===== config.mk =====
export PLATFORM = sky130hd
export DESIGN_NAME = io_responder12
export DESIGN_NICKNAME = d
export VERILOG_FILES = /design/src/rtl/io_responder12.sv
export SDC_FILE = /design/constraint.sdc
export NUM_CORES = 1
export LEC_CHECK = 0
export CAP_MARGIN = 20
export CELL_PAD_IN_SITES_DETAIL_PLACEMENT = 1
export CELL_PAD_IN_SITES_GLOBAL_PLACEMENT = 2
export CORE_ASPECT_RATIO = 0.6
export CORE_UTILIZATION = 39
export CTS_CLUSTER_DIAMETER = 150
export CTS_CLUSTER_SIZE = 28
export DETAILED_ROUTE_END_ITERATION = 6
export PLACE_DENSITY = 0.81
export SLEW_MARGIN = 20
export SYNTH_ARGS = -nofsm -noshare
export SYNTH_HDL_FRONTEND = slang
export SYNTH_HIERARCHICAL = 1
export SYNTH_SLANG_ARGS = --single-unit
export TNS_END_PERCENT = 30

===== constraint.sdc =====
create_clock -name clk -period 2.7 [get_ports clk]
set_clock_uncertainty 0.1 [all_clocks]
set_input_delay 0.54 -clock clk [delete_from_list [all_inputs] [get_ports clk]]
set_output_delay 0.54 -clock clk [all_outputs]
set_load 0.02 [all_outputs]

===== src/rtl/io_responder12.sv =====
// Bus-mapped mailbox/timer responder for the 12-bit CPU.
// Two FIFOs, a compare timer and a level irq behind an 8-word window.
module io_responder12_fifo #(
  parameter int DEPTH = 8
) (
  input  logic        clk,
  input  logic        rst,
  input  logic        push_i,
  input  logic        pop_i,
  input  logic [11:0] wdata_i,
  output logic [11:0] head_o,
  output logic [3:0]  count_o,
  output logic        full_o,
  output logic        empty_o,
  output logic        drop_o
);
  localparam int AW = (DEPTH > 1) ? $clog2(DEPTH) : 1;

  logic [11:0]   mem_q [DEPTH];
  logic [AW-1:0] wp_q, rp_q;
  logic [3:0]    cnt_q, cnt_d;
  logic          do_push, do_pop;

  assign empty_o = cnt_q == 4'd0;
  assign full_o  = cnt_q == 4'(DEPTH);
  // A pop frees the slot a same-cycle push needs, even when full.
  assign do_pop  = pop_i & ~empty_o;
  assign do_push = push_i & (~full_o | do_pop);
  assign drop_o  = push_i & ~do_push;

  always_comb begin
    cnt_d = cnt_q;
    if (do_push & ~do_pop) cnt_d = cnt_q + 4'd1;
    else if (do_pop & ~do_push) cnt_d = cnt_q - 4'd1;
  end

  always_ff @(posedge clk or posedge rst) begin
    if (rst) begin
      wp_q  <= '0;
      rp_q  <= '0;
      cnt_q <= '0;
    end else begin
      if (do_push) wp_q <= wp_q + AW'(1);
      if (do_pop) rp_q <= rp_q + AW'(1);
      cnt_q <= cnt_d;
    end
  end

  always_ff @(posedge clk) begin
    if (do_push) mem_q[wp_q] <= wdata_i;
  end

  assign head_o  = empty_o ? 12'd0 : mem_q[rp_q];
  assign count_o = cnt_q;
endmodule

module io_responder12 #(
  parameter logic [23:0] BASE     = 24'o77777770,
  parameter int          DEPTH    = 8,
  parameter int          PRESCALE = 1
) (
  input  logic        clk,
  input  logic        rst,
  input  logic [23:0] address,
  input  logic [11:0] wr_data,
  input  logic        mem_write,
  output logic [11:0] rd_data,
  output logic        hit_q,
  output logic        irq,
  input  logic        rx_push,
  input  logic [11:0] rx_wdata,
  output logic        rx_full,
  input  logic        tx_pop,
  output logic [11:0] tx_rdata,
  output logic        tx_valid
);
  logic        hit, wr;
  logic [2:0]  off;
  logic        wr_stat, wr_rx, wr_tx;
  logic        wr_tim, wr_cmp, wr_ctl;

  assign hit     = address[23:3] == BASE[23:3];
  assign off     = address[2:0];
  assign wr      = mem_write & hit;
  assign wr_stat = wr & (off == 3'd0);
  assign wr_rx   = wr & (off == 3'd1);
  assign wr_tx   = wr & (off == 3'd2);
  assign wr_tim  = wr & (off == 3'd3);
  assign wr_cmp  = wr & (off == 3'd4);
  assign wr_ctl  = wr & (off == 3'd5);

  logic [11:0] rx_head, tx_head;
  logic [3:0]  rx_cnt, tx_cnt;
  logic        rx_empty, tx_empty, tx_full;
  logic        rx_drop, tx_drop;

  io_responder12_fifo #(.DEPTH(DEPTH)) u_rx (
    .clk     (clk),
    .rst     (rst),
    .push_i  (rx_push),
    .pop_i   (wr_rx),
    .wdata_i (rx_wdata),
    .head_o  (rx_head),
    .count_o (rx_cnt),
    .full_o  (rx_full),
    .empty_o (rx_empty),
    .drop_o  (rx_drop)
  );

  io_responder12_fifo #(.DEPTH(DEPTH)) u_tx (
    .clk     (clk),
    .rst     (rst),
    .push_i  (wr_tx),
    .pop_i   (tx_pop),
    .wdata_i (wr_data),
    .head_o  (tx_head),
    .count_o (tx_cnt),
    .full_o  (tx_full),
    .empty_o (tx_empty),
    .drop_o  (tx_drop)
  );

  assign tx_rdata = tx_head;
  assign tx_valid = ~tx_empty;

  logic [11:0] tim_q, tim_d, cmp_q, cmp_d;
  logic [11:0] pre_q, pre_d;
  logic [2:0]  ctl_q, ctl_d;
  logic        tflag_q, tflag_d;
  logic        rxovf_q, rxovf_d;
  logic        txovf_q, txovf_d;
  logic        tick, tset;

  // A TIMER write overrides any tick landing on the same edge.
  always_comb begin
    tick  = 1'b0;
    tset  = 1'b0;
    pre_d = pre_q;
    tim_d = tim_q;
    if (wr_tim) begin
      tim_d = wr_data;
      pre_d = '0;
    end else if (ctl_q[0]) begin
      if (pre_q == 12'(PRESCALE - 1)) begin
        pre_d = '0;
        tick  = 1'b1;
      end else begin
        pre_d = pre_q + 12'd1;
      end
      if (tick) begin
        if (tim_q == cmp_q) begin
          tim_d = '0;
          tset  = 1'b1;
        end else begin
          tim_d = tim_q + 12'd1;
        end
      end
    end
  end

  always_comb begin
    cmp_d   = wr_cmp ? wr_data : cmp_q;
    ctl_d   = wr_ctl ? wr_data[2:0] : ctl_q;
    tflag_d = tset | (tflag_q & ~(wr_stat & wr_data[4]));
    rxovf_d = rx_drop | (rxovf_q & ~(wr_stat & wr_data[5]));
    txovf_d = tx_drop | (txovf_q & ~(wr_stat & wr_data[6]));
  end

  logic [11:0] status, rd_d;

  assign status = {rx_cnt, 1'b0, txovf_q, rxovf_q, tflag_q,
                   tx_full, tx_empty, rx_full, rx_empty};

  always_comb begin
    rd_d = '0;
    if (hit) begin
      unique case (off)
        3'd0:    rd_d = status;
        3'd1:    rd_d = rx_head;
        3'd2:    rd_d = {8'd0, tx_cnt};
        3'd3:    rd_d = tim_q;
        3'd4:    rd_d = cmp_q;
        3'd5:    rd_d = {9'd0, ctl_q};
        default: rd_d = '0;
      endcase
    end
  end

  always_ff @(posedge clk or posedge rst) begin
    if (rst) begin
      rd_data <= '0;
      hit_q   <= 1'b0;
      tim_q   <= '0;
      cmp_q   <= 12'o7777;
      pre_q   <= '0;
      ctl_q   <= '0;
      tflag_q <= 1'b0;
      rxovf_q <= 1'b0;
      txovf_q <= 1'b0;
    end else begin
      rd_data <= rd_d;
      hit_q   <= hit;
      tim_q   <= tim_d;
      cmp_q   <= cmp_d;
      pre_q   <= pre_d;
      ctl_q   <= ctl_d;
      tflag_q <= tflag_d;
      rxovf_q <= rxovf_d;
      txovf_q <= txovf_d;
    end
  end

  assign irq = (tflag_q & ctl_q[1]) | (~rx_empty & ctl_q[2]);
endmodule


# Word level (Yosys, flattened, before mapping)
# Memories as Yosys holds them, arrays and structs flattened.
# Index checks and enable logic that the tools add are counted.
# classes
add_sub_neg,10
n_mul,0
n_div,0
magnitude_cmp,0
n_eq_ne,9
shift,0
n_mux,26
bitwise_logic,42
n_reduce_logical,9
# op_table
cell,count
$mux W12,10
$pmux W12 S6,1
$and A1 B1 Y1,25
$add A12 B1 Y12 const B,2
$eq A21 B21 Y1 const B,1
$mux W4,4
$add A3 B1 Y3 const B,4
$eq A12 B12 Y1,1
$logic_not A12 Y1,1
$mux W1,11
$not A1 Y1,11
$add A4 B1 Y4 const B,2
$eq A4 B4 Y1 const B,2
$logic_not A4 Y1,2
$reduce_bool A2 Y1,4
$sub A4 B1 Y4 const B,2
$eq A3 B2 Y1 const B,2
$eq A3 B3 Y1 const B,2
$or A1 B1 Y1,6
$eq A3 B1 Y1 const B,1
$logic_not A3 Y1,1
$reduce_and A2 Y1,1
# totals
regBits,75
latchBits,0
ramBits,192
rom_bits,0
input_bits,53
output_inout_bits,28
wordCells,113
memories,2
# mem_list
memory,words,word_bits,rd,rd_clocked_by_memory_dff,write_ports,line,source
u_rx.mem_q,8,12,1,0,1,19,logic [11:0] mem_q [DEPTH];
u_tx.mem_q,8,12,1,0,1,19,

# Longest topological paths before layout
# logic_depth
depth_word,10
mapped_depth,13
mapped_depth_nobuf,13

# Modules after synthesis
# The synthesis kept the hierarchy.
# modules_own_cells
mod,instances,cells_each,area_per_inst_um2,seq_area_each_um2
io_responder12_fifo,2,207,4250.3,3133.0
io_responder12,1,354,3293.2,1391.3

# Worst setup path after synthesis
# Ideal clock, no wire load.
# synth_path
kind,input to register
startpoint,in address[6]
endpoint,mem u_rx.mem_q[0][0] (enable)
setup_time_ns,0.412
arrival_ns,2.855
required_time_ns,2.188
slack_ns,-0.667
stages,7
path_buffers,0
cell_sequence,nand4_1 nor4_1 nand2_1 nor3b_2 and2_1 o21ai_4 nor4_1
# synth_between
elab_chain_cells,8
# synth_lines
item,line,source
from (decl),64,"input logic [23:0] address,"
$eq A21 B21 Y1,82,assign hit = address[23:3] == BASE[23:3];
$and A1 B1 Y1,84,assign wr = mem_write & hit;
$and A1 B1 Y1,86,assign wr_rx = wr & (off == 3'd1);
via wr_rx,79,"logic wr_stat, wr_rx, wr_tx;"
$and A1 B1 Y1,27,assign do_pop = pop_i & ~empty_o;
$or A1 B1 Y1,28,assign do_push = push_i & (~full_o | do_pop);
$and A1 B1 Y1,28,
$mux W1,50,if (do_push) mem_q[wp_q] <= wdata_i;
$mux W1 (implied by the code),50,
to (decl),19,
# The timed path passes the listed nets, and every way through them passes these cells.

# Worst setup path after layout
# layout_path
startpoint,reg u_tx.cnt_q[0] (netlist: u_tx/count_o[0])
endpoint,out tx_rdata[0]
# layout_between
elab_chain_cells,2
# layout_lines
item,line,source
from (decl),21,"logic [3:0] cnt_q, cnt_d;"
from (signal assigned),45,cnt_q <= cnt_d;
$logic_not A4 Y1,24,assign empty_o = cnt_q == 4'd0;
$mux W12,53,assign head_o = empty_o ? 12'd0 : mem_q[rp_q];
to (decl),74,"output logic [11:0] tx_rdata,"
# Every way passes these cells.

==> flow_summary_export.csv <==
group,metric,value,unit
sta,rsz0062_at_grt,"yes",
clock_tree,clk_pin_slew,110,ps
worst_setup_path,critical_path_class,"flip-flop to primary output",
clock_tree,cts_tree,"yes",
worst_setup_path,reg2reg_to,"u_tx/count_o[3]",
clock_tree,cts_root_buf,"clkbuf_16",
synth,yosysWarnings,6,
synth,synth_edf_count,192,
placement,hpwlAfterDp,21990,um
synth,synthTopCellsByArea,"edfxtp_1 (49%), dfrtp_1 (13%), mux4_2 (9.5%)",
routing,postRouteAntennaNets,0,
sta,drv_slew,0,
routing,first_pass_iters,4,
sta,hold_viol,0,
final_layout,diodes,0,
grt,grt_pass1_wl,47060,um
final_layout,nets,985,
final_layout,synthToLayoutAreaGrowth,21.12,%
clock_tree,numCtsBuffers,13,
sta,fin_crit_sh,103.8,%
worst_setup_path,cp_slowest_cell,"or4_4",
sta,max_clock_freq,0.3568,GHz
pwr,power_density,584.2,nW/um^2
routing,viasPerCell,5.448,
routing,wl_per_cell,23.04,um
worst_setup_path,crit_arrival,2160,ps
worst_setup_path,cp-startpoint,"u_tx/count_o[0]",
clock_tree,numClockSinks,267,
routing,drc_errors,0,
placement,gp_congestion,0.7869,
synth,synth_flop_cell,"edfxtp_1",
synth,yosysTopAreaCell,"edfxtp_1",
worst_setup_path,reg2reg_slack,30,ps
floorplanning,dieArea,30960,sq um
placement,place_ws,-1062,ps
grt,grt_start_max_net_pins,56,
sta,finalSetupViolations,13,
synth,syn_area_per_cell,15.36,sq um
floorplanning,rows,48,
floorplanning,io_pins,81,
routing,vias,7208,
routing,drt_wl_total,30480,um
grt,grtUsageTotal,20.50,%
worst_setup_path,endpoint,"tx_rdata[0]",
pwr,ir_drop,0.3424,mV
synth,synth.distinct_cells,62,
synth,synth_seq_cells,267,
status,violations,"setup timing",
sta,holdWs,378.7,ps
pwr,cellLeakagePower,0.005103,uW
floorplanning,core_area,29250,sq um
clock_tree,clockBufferDepth,3,
synth,ys_seq_area_share,64.93,%
worst_setup_path,reg2reg_depth,10,
sta,fin_ws,-102.3,ps
grt,grt_pass1_vias,7633,
clock_tree,htreeDepth,1,
pwr,total_power,8346,uW
clock_tree,clkLatencyLatePin,510,ps
worst_setup_path,crit_path_start_kind,"flip-flop",
final_layout,drive_gt1_share,28.93,%
floorplanning,die_h,136.7,um
worst_setup_path,timing.rr.start,"u_tx/count_o[2]",
synth,syn-num-nets,836,
synth,yosysTopAreaCellShare,48.89,%
worst_setup_path,worstPathRequired,2060,ps
status,status,"finished with violations",
sta,worst_pin_slew,805.5,ps
job,maxCapViolCount,0,
synth,syn_inst,768,
worst_setup_path,max_stage_delay,550,ps
floorplanning,fp.dieW,226.5,um
worst_setup_path,cp_max_fo,6,
synth,synth_area,11790,sq um
min_path,hold_path.class,"input port to asynchronous set/reset pin",
grt,grt-ovfl-total,0,
placement,io_buffers,80,
routing,drtIter0Drc,531,
floorplanning,initial_utilization,40.32,%
worst_setup_path,end_kind,"primary output",
synth,async_flop_share,28.09,%
sta,period_minus_slack,2802,ps
grt,grt_antenna_before_repair,0,
sta,slew_headroom,46.10,%
worst_setup_path,worstPathCellList,"or4_4 > and2_4 > buf_12 > a22o_4 > buf_6",
through the flow:
step | utilization (%) | std cells | setup TNS, ps | area [sq um]
finish | 48.84 | 1323 | -886.1 | 14290
floorplan | - | 768 | -22810 | 11860
detailed placement | 47.25 | 1296 | -140780 | 13820
CTS | 48.76 | 1323 | -1158 | 14260
global placement | 47.25 | 1296 | -122080 | 13820
global route | 48.84 | 1323 | -1982 | 14290
synth_stat cells, types with 16 or more instances:
library cell,number
a21oi_1,27
a22o_1,27
a31oi_1,16
buf_2,18
dfrtp_1,63
edfxtp_1,192
inv_1,18
mux2_2,20
mux4_2,50
nand2_1,31
nor2_1,65
o21ai_0,23
xnor2_1,25
kinds of logic after synthesis:
| logic type | Yosys count | synth area share, % |
|---|---|---|
| AO/OA/AOI/OAI | 112 | 6.397 |
| adder cells (fa/ha/maj) | 15 | 1.719 |
| XOR/XNOR | 27 | 2.005 |
| multiplexers | 86 | 13.04 |
| buffers and inverters | 59 | 2.493 |
| flip-flops | 267 | 64.93 |
| AND/OR/NAND/NOR | 202 | 9.421 |
cells in the final DEF (no fill, tap or decap), drive strengths merged, types with 21 or more instances in the layout:
cell type	instances
a22o	27
a21oi	27
mux2	22
mux4	51
edfxtp	192
o21ai	25
dfrtp	63
clkbuf	21
clkdlybuf4s50	44
buf	112
xnor2	25
nand2	31
nor2	68
worst min-delay path by stage:
stage	from	endpoint	slack, ps	cells past startpoint
after floorplan	rst	u_rx/count_o[0]	280	1
after global placement	rxovf_q	rxovf_q	360	1
after detailed placement	rxovf_q	rxovf_q	380	1
after CTS	rst	u_tx/wp_q[2]	380	2
after global routing	rst	u_tx/rp_q[0]	420	2
final	rst	u_tx/count_o[3]	380	2
sequential cells by signal (all words and copies together), names as in the netlist:
name,count
u_rx/mem_q,96
u_tx/mem_q,96
cmp_q,12
pre_q,12
rd_data,12
tim_q,12
u_rx/count_o,4
u_tx/count_o,4
ctl_q,3
u_rx/rp_q,3
u_rx/wp_q,3
u_tx/rp_q,3
u_tx/wp_q,3
hit_q,1
rxovf_q,1
tflag_q,1
txovf_q,1
cell type report:
class | count | area, sq um
multi-input combinational | 442 | 4035
inverter | 18 | 70.07
clock inverter | 1 | 16.27
timing repair buffer | 175 | 1653
tap | 400 | 500.5
sequential | 267 | 7659
fill | 2890 | 14960
clock buffer | 20 | 351.6
worst max-delay path, delay by kind of cell (launching register included):
kind / cells / cell delay (ps)
AND/OR/NAND/NOR: 2 / 740
flip-flops: 1 / 400
buffers and inverters: 2 / 260
AO/OA/AOI/OAI: 1 / 260
metal layers:
| layer | wire length, um | global-route usage (%) | share of wire [%] | vias to the layer above |
|---|---|---|---|---|
| met2 | 13980 | 31.70 | 46 | 155 |
| met3 | 1298 | 2.941 | 4.3 | 30 |
| li1 | - | - | - | 3245 |
| met1 | 14700 | 30.91 | 48 | 3778 |
| met5 | 0 | 0 | 0 | - |
| met4 | 500 | 4.017 | 1.6 | 0 |
repair_timing:
item / CTS / global route
buffers inserted: 6 / 0
hold buffers: 0 / 0
cloned: 0 / 0
endpoints found under the setup margin: 213 / 21
pin swaps: 19 / 4
resized for setup: 127 / 10
power by group:
| group | switching (uW) | total [uW] | internal (uW) |
|---|---|---|---|
| Clock | 1300 | 2230 | 932 |
| Sequential | 155 | 4840 | 4690 |
| Combinational | 677 | 1270 | 592 |
| Total | 2130 | 8350 | 6210 |
Power figures use the tool's default switching activity.
